`config.mk`:
```
export PLATFORM = sky130hd
export DESIGN_NAME = uart_rx_fsm
export DESIGN_NICKNAME = d
export VERILOG_FILES = /design/src/rtl/uart_pkg.sv /design/src/rtl/uart_rx_fsm.sv
export SDC_FILE = /design/constraint.sdc
export NUM_CORES = 1
export LEC_CHECK = 0
export ABC_AREA = 1
export BUFFER_PORTS_ARGS = -buffer_cell sky130_fd_sc_hd__buf_2
export CAP_MARGIN = 20
export CORE_UTILIZATION = 30
export CTS_CLUSTER_SIZE = 20
export DETAILED_ROUTE_END_ITERATION = 16
export HOLD_SLACK_MARGIN = 0.03
export SYNTH_ARGS = -nofsm -noshare
export SYNTH_HDL_FRONTEND = slang
export SYNTH_SLANG_ARGS = --single-unit
```
`constraint.sdc`:
```
create_clock -name clk -period 2.5 [get_ports clk]
set_clock_uncertainty 0.2 [all_clocks]
set_input_delay 0.5 -clock clk [delete_from_list [all_inputs] [get_ports clk]]
set_output_delay 0.5 -clock clk [all_outputs]
set_load 0.01 [all_outputs]
```
`src/rtl/uart_pkg.sv`:
```
// Shared UART RX definitions: receive FSM state encoding and the legal oversampling ratios.
package uart_pkg;

    typedef enum logic [2:0] {
        IDLE,
        START,
        DATA,
        PARITY,
        STOP
    } uart_rx_state_t;

    localparam logic [5:0] PRESCALE_8  = 6'd8;
    localparam logic [5:0] PRESCALE_16 = 6'd16;
    localparam logic [5:0] PRESCALE_32 = 6'd32;

endpackage

```
`src/rtl/uart_rx_fsm.sv`:
```
// UART RX sequencer: start detect, counter enable, per-bit strobe decode and frame result pulses.
// Parity support (PARITY state, par_chk_en, par_err_o) is built only when UART_RX_PARITY_EN is defined.
module uart_rx_fsm
    import uart_pkg::*;
#(
    parameter int unsigned DATA_WIDTH = 8
) (
    input  logic       clk,
    input  logic       rst_n,
    input  logic       rx_in,
    input  logic       par_en,
    input  logic [5:0] prescale,
    input  logic [5:0] edge_cnt,
    input  logic [3:0] bit_cnt,
    input  logic       strt_glitch,
    input  logic       par_err,
    input  logic       stp_err,
    output logic       cnt_enable,
    output logic       dat_samp_en,
    output logic       deser_en,
    output logic       strt_chk_en,
    output logic       par_chk_en,
    output logic       stp_chk_en,
    output logic       data_valid,
    output logic       frame_err,
    output logic       par_err_o,
    output logic       busy
);

    localparam logic [3:0] BIT_LAST = 4'(DATA_WIDTH);

    uart_rx_state_t state_q, state_d;
    logic           data_valid_q, data_valid_d;
    logic           frame_err_q, frame_err_d;
    logic           perr_pending;
    logic [5:0]     half;
    logic [5:0]     edge_last;
    logic           at_end;
    logic           at_strobe;

`ifdef UART_RX_PARITY_EN
    logic par_en_q, par_en_d;
    logic par_err_q, par_err_d;
    logic par_err_o_q, par_err_o_d;
    logic par_chk_d;
`else
    logic unused_par;
    assign unused_par = ^{par_en, par_err};
`endif

    assign half      = prescale >> 1;
    assign edge_last = prescale - 6'd1;
    assign at_end    = (edge_cnt == edge_last);
    assign at_strobe = (edge_cnt == half + 6'd2);

    assign busy        = (state_q != IDLE);
    assign cnt_enable  = busy;
    // Three samples centred on the bit middle feed the sampler's majority vote.
    assign dat_samp_en = busy && (edge_cnt >= half - 6'd1) && (edge_cnt <= half + 6'd1);

    assign data_valid = data_valid_q;
    assign frame_err  = frame_err_q;

`ifdef UART_RX_PARITY_EN
    assign perr_pending = par_err_q;
    assign par_err_o    = par_err_o_q;
    assign par_chk_en   = par_chk_d;
`else
    assign perr_pending = 1'b0;
    assign par_err_o    = 1'b0;
    assign par_chk_en   = 1'b0;
`endif

    always_comb begin
        state_d      = state_q;
        data_valid_d = 1'b0;
        frame_err_d  = 1'b0;
        strt_chk_en  = 1'b0;
        deser_en     = 1'b0;
        stp_chk_en   = 1'b0;
`ifdef UART_RX_PARITY_EN
        par_en_d     = par_en_q;
        par_err_d    = par_err_q;
        par_err_o_d  = 1'b0;
        par_chk_d    = 1'b0;
`endif
        unique case (state_q)
            IDLE: begin
                if (!rx_in) begin
                    state_d   = START;
`ifdef UART_RX_PARITY_EN
                    par_en_d  = par_en;
                    par_err_d = 1'b0;
`endif
                end
            end
            START: begin
                strt_chk_en = at_strobe;
                if (at_end) begin
                    state_d = strt_glitch ? IDLE : DATA;
                end
            end
            DATA: begin
                deser_en = at_strobe;
                if (at_end && (bit_cnt == BIT_LAST)) begin
`ifdef UART_RX_PARITY_EN
                    state_d = par_en_q ? PARITY : STOP;
`else
                    state_d = STOP;
`endif
                end
            end
`ifdef UART_RX_PARITY_EN
            PARITY: begin
                par_chk_d = at_strobe;
                if (at_end) begin
                    par_err_d = par_err;
                    state_d   = STOP;
                end
            end
`endif
            STOP: begin
                stp_chk_en = at_strobe;
                if (at_end) begin
                    state_d      = IDLE;
                    frame_err_d  = stp_err;
                    data_valid_d = !stp_err && !perr_pending;
`ifdef UART_RX_PARITY_EN
                    par_err_o_d  = par_err_q && !stp_err;
`endif
                end
            end
            default: state_d = IDLE;
        endcase
    end

    always_ff @(posedge clk or negedge rst_n) begin
        if (!rst_n) begin
            state_q      <= IDLE;
            data_valid_q <= 1'b0;
            frame_err_q  <= 1'b0;
        end else begin
            state_q      <= state_d;
            data_valid_q <= data_valid_d;
            frame_err_q  <= frame_err_d;
        end
    end

`ifdef UART_RX_PARITY_EN
    always_ff @(posedge clk or negedge rst_n) begin
        if (!rst_n) begin
            par_en_q    <= 1'b0;
            par_err_q   <= 1'b0;
            par_err_o_q <= 1'b0;
        end else begin
            par_en_q    <= par_en_d;
            par_err_q   <= par_err_d;
            par_err_o_q <= par_err_o_d;
        end
    end
`endif

endmodule

```
; Word level (Yosys, flattened, before mapping)
; Index checks and enable logic that the tools add are counted.
[word_totals]
output_inout_bits = 10
word_cells = 39
ff_bits = 5
in_bits = 23
[classes]
addsub = 4
n_lt_le_gt_ge = 2
n_eq_ne = 10
n_reduce_logical = 7
muxes = 13
[op_table]
columns = operator, count
row1 = 6-bit equality test, 2
row2 = 3-bit 2-to-1 mux, 4
row3 = 3-bit one-hot mux with 4 select lines, 1
row4 = "2-bit inequality test, second input constant", 4
row5 = 1-bit 2-to-1 mux, 7
row6 = "5-bit by 1-bit adder with 6-bit output, second input constant", 1
row7 = "5-bit by 2-bit adder with 6-bit output, second input constant", 1
row8 = 6-bit >= comparator, 1
row9 = 6-bit <= comparator, 1
row10 = "5-bit by 1-bit subtractor with 6-bit output, second input constant", 1
row11 = "6-bit by 1-bit subtractor with 6-bit output, second input constant", 1
row12 = "4-bit equality test, second input constant", 1
row13 = 4-bit AND reduction, 1
row14 = "3-bit by 1-bit equality test with 1-bit output, second input constant", 1
row15 = "3-bit by 2-bit equality test with 1-bit output, second input constant", 1
row16 = "3-bit equality test, second input constant", 1
row17 = 1-bit logical AND, 3
row18 = 3-bit zero test, 1
row19 = 3-bit nonzero test, 1
row20 = 2-bit 2-to-1 mux, 1
row21 = 1-bit zero test, 1

; Longest topological paths before layout
[depth]
depth_word = 5
ltp_mapped = 14
mapped_depth_nobuf = 14

; Worst setup path before layout
; OpenSTA, ideal clock, no wires.
[synth_path]
path_type = input to output
from = input prescale[3]
to = output dat_samp_en
path_slack_ns = -0.198
required_time_ns = 1.800
arrival_time_ns = 1.998
stages = 13
n_path_buf = 1
cell_sequence = buf_6 -> inv_4 -> ha_1 -> inv_1 -> a21oi_1 -> nand3_1 -> ha_1 -> nand2_1 -> nor2_1 -> o21ai_0 -> o211ai_1 -> o21ai_0 -> nor2_1
[synth_between]
elab_chain_cells = 4
word_cells_on_any_way = 6
cone_classes = 2 x add/sub / 2 x order compare / 2 x reduce/logical
[synth_lines]
columns = item, line_no
row1 = "start, declared", uart_rx_fsm.sv:12  ; input logic [5:0] prescale,
row2 = 5-bit by 1-bit subtractor with 6-bit output, uart_rx_fsm.sv:59  ; assign dat_samp_en = busy && (edge_cnt >= half - 6'd1) && (edge_cnt <= half + 6'd1);
row3 = 6-bit >= comparator, uart_rx_fsm.sv:59
row4 = 1-bit logical AND, uart_rx_fsm.sv:59
row5 = 1-bit logical AND (*), uart_rx_fsm.sv:59
row6 = "end, declared", uart_rx_fsm.sv:19  ; output logic dat_samp_en,
; Mark *: on every way between the ends. The rest lies on a longest branch, timed or not.

; Worst setup path after layout
[layout_path]
from = input prescale[2]
to = output dat_samp_en
; The elaborated chain is that of the path after synthesis.

==> flow_summary.ini <==
[placed_design]
io_buffers = 28
place_hpwl_microns = 2260
place_area_sq_um = 1490
placed_cells = 273
place_congestion = 0.812

[clocking]
cts_tree = yes
clock_sinks = 5
worst_skew_pair.late_latency_ns = 0.22
cts_root_buf = clkbuf_8
path_clk_slew_ns = 0.03
clk_path_buf_depth = 2
cts_max_level = 1
cts_buffers = 3

[floorplanning]
dieArea_sq_um = 4040
core-area_sq_um = 3470
chipHeight_microns = 63.5
num_rows = 21
num_io_pins = 33
start_util_pct = 32.8
die_w_microns = 63.5

[worst_setup_path]
crit_fanout = 5
worst-setup-path-type = in -> out
worstPathRequired_ns = 1.80
cp_slowest_cell = ha_1
worstPathCellList = buf_8 -> clkinvlp_4 -> ha_4 -> a21oi_4 -> xor2_1 -> ha_1 -> nand2_1 -> nor2_1 -> o21ai_1 -> o211ai_1 -> o21ai_1 -> nor2_1 -> buf_2
worstSetupEndpointType = output port
critPathLaunchType = input pin
crit_path_max_incr_delay_ns = 0.27
cp_data_arrival_time_ns = 2.19

[detailed_routing]
route.detailed.drc = 0
first_pass_iters = 4
viasPerCell = 4.39
initialDrtViolationCount = 41
vias = 1246
postRouteAntennaNets = 0
drt-total-wl_microns = 2860
wl_per_cell_microns = 10.1

[finish]
fillCellCount = 370
final_nets = 280
multiInputGateArea_sq_um = 982
antenna_cells = 0
layout-drive-gt1-share_pct = 40.3
fin_area_sq_um = 1710
areaGrowthSynthToFinish_pct = 50.7
layoutNonFillerInstCount = 284
seq_area_sq_um = 125

[logic_synthesis]
synth_top_area_share_pct = 19.8
synth_edf_count = 0
yosys.area.top_type = ha_1
syn_avg_cell_area_sq_um = 6.21
synth_seq_cells = 5
netlist_top_cells_count = 45 x nand2_1, 27 x inv_1, 18 x ha_1, 16 x nor2_1, 15 x nand3_1
synthCells = 183
synthTopCellsByArea = ha_1 20%, nand2_1 15%, dfrtp_1 11%
synth_area_sq_um = 1140
ys_types = 29
synth_warnings = 0
async_flop_share_pct = 100
ys_seq_area_share_pct = 11.0
ys.flop_type = dfrtp_1
yosysMostFrequentCell = nand2_1

[timing]
hold_violations = 0
fin_crit_ns = 2.89
setup_slack_ns = -0.393
final.period_utilization_pct = 116
max_freq_ghz = 0.346
final_max_slew_viol_count = 0
setup_viol = 1
rsz0062_at_grt = true

[global_route]
grtUsageTotal_pct = 14.5
grt_pass1_wl_microns = 4660
grt_start_max_net_pins = 8
overflow = 0
grt_pass1_vias = 1068
grt_antenna_before_repair = 0

[pwr]
p_leak_nw = 0.917
ir_drop_mv = 0.160
power.density_nw_per_um2 = 380

[worst_hold_path]
hold_class = in -> reg

[outcome]
status = finished, violations left
violations = negative setup slack

[flow_run]
cap_violations = 0
sequential cells by signal, summed over array words and instances (netlist names):
| signal | flops |
|---|---|
| state_q | 3 |
| data_valid | 1 |
| frame_err | 1 |
metrics by stage:
stage	setup TNS [ns]	util [%]	hold slack (ns)	power (mW)	setup WS [ns]
after floorplan	-0.0943	-	0.00441	0.355	-0.0943
after global placement	-0.837	43.0	0.116	0.455	-0.435
after detailed placement	-0.845	43.0	0.120	0.458	-0.402
after CTS	-0.466	47.3	0.236	0.629	-0.381
after global routing	-0.793	49.4	0.237	0.717	-0.508
final	-0.393	49.4	0.239	0.651	-0.393
worst max-delay path, delay by kind of cell:
family                   cells  cell delay, ns
AO/OA/AOI/OAI                4            0.45
adder cells (fa/ha/maj)      2            0.49
AND/OR/NAND/NOR              3            0.18
XOR/XNOR                     1            0.18
buffers and inverters        3            0.38
cells in the final DEF (no fill, tap or decap), drive strengths merged:
cell	instances
nor2	17
inv	30
clkinv	1
xor2	6
ha	18
a31oi	1
or2	2
o21bai	1
nand4	3
clkbuf	4
nand3	16
nor3	4
o211ai	1
dfrtp	5
buf	55
dlygate4sd3	1
o21ai	4
xnor2	5
clkinvlp	1
nand2	50
conb	2
nor4	3
a21oi	8
area by class of cell:
cell class	instances	area share (%)
Multi-Input combinational cell	141	57.4
Timing Repair Buffer	56	21.6
Inverter	32	7.68
Sequential cell	5	7.31
Tap cell	46	3.36
Clock buffer	4	2.63
report_power, final:
group | total, mW | leakage [nW] | internal, mW | switching [mW]
Combinational | 0.390 | 0.827 | 0.163 | 0.228
Sequential | 0.109 | 0.0667 | 0.0973 | 0.0122
Clock | 0.151 | 0.0228 | 0.110 | 0.0413
cells by family (layout without fill, tap and decap cells):
| logic type | after synthesis | after routing | share of synthesized area, % |
|---|---|---|---|
| other | 1 | 2 | 0.330 |
| buffers and inverters | 38 | 92 | 15.2 |
| AND/OR/NAND/NOR | 95 | 95 | 38.0 |
| adder cells (fa/ha/maj) | 18 | 18 | 19.8 |
| XOR/XNOR | 11 | 11 | 8.48 |
| flip-flops | 5 | 5 | 11.0 |
| AO/OA/AOI/OAI | 15 | 15 | 7.16 |
path summary, 6_finish.rpt:
check	start	slack, ns	end	cells past startpoint
max in group asynchronous	rst_n	1.55	frame_err	2
hold reg to reg	state_q[2]	0.36	state_q[2]	2
hold / removal	stp_err	0.24	data_valid	2
setup / recovery	prescale[2]	-0.39	dat_samp_en	13
min in group asynchronous	rst_n	0.42	state_q[1]	2
setup reg to reg	state_q[2]	1.02	state_q[1]	4
layer usage:
| layer | track usage, % | wire, microns | vias up |
|---|---|---|---|
| li1 | - | - | 682 |
| met1 | 18.1 | 1300 | 524 |
| met2 | 25.8 | 1400 | 37 |
| met3 | 1.09 | 119 | 3 |
| met4 | 5.11 | 36 | 0 |
| met5 | 0 | 0 | - |
what timing repair did:
action,4_1_cts,5_1_grt
pin swaps,10,15
endpoints found under the setup margin,4,9
buffers inserted,7,0
hold buffers,1,0
endpoints found under the hold margin,5,0
resized for setup,10,19
Power figures use the tool's default switching activity.
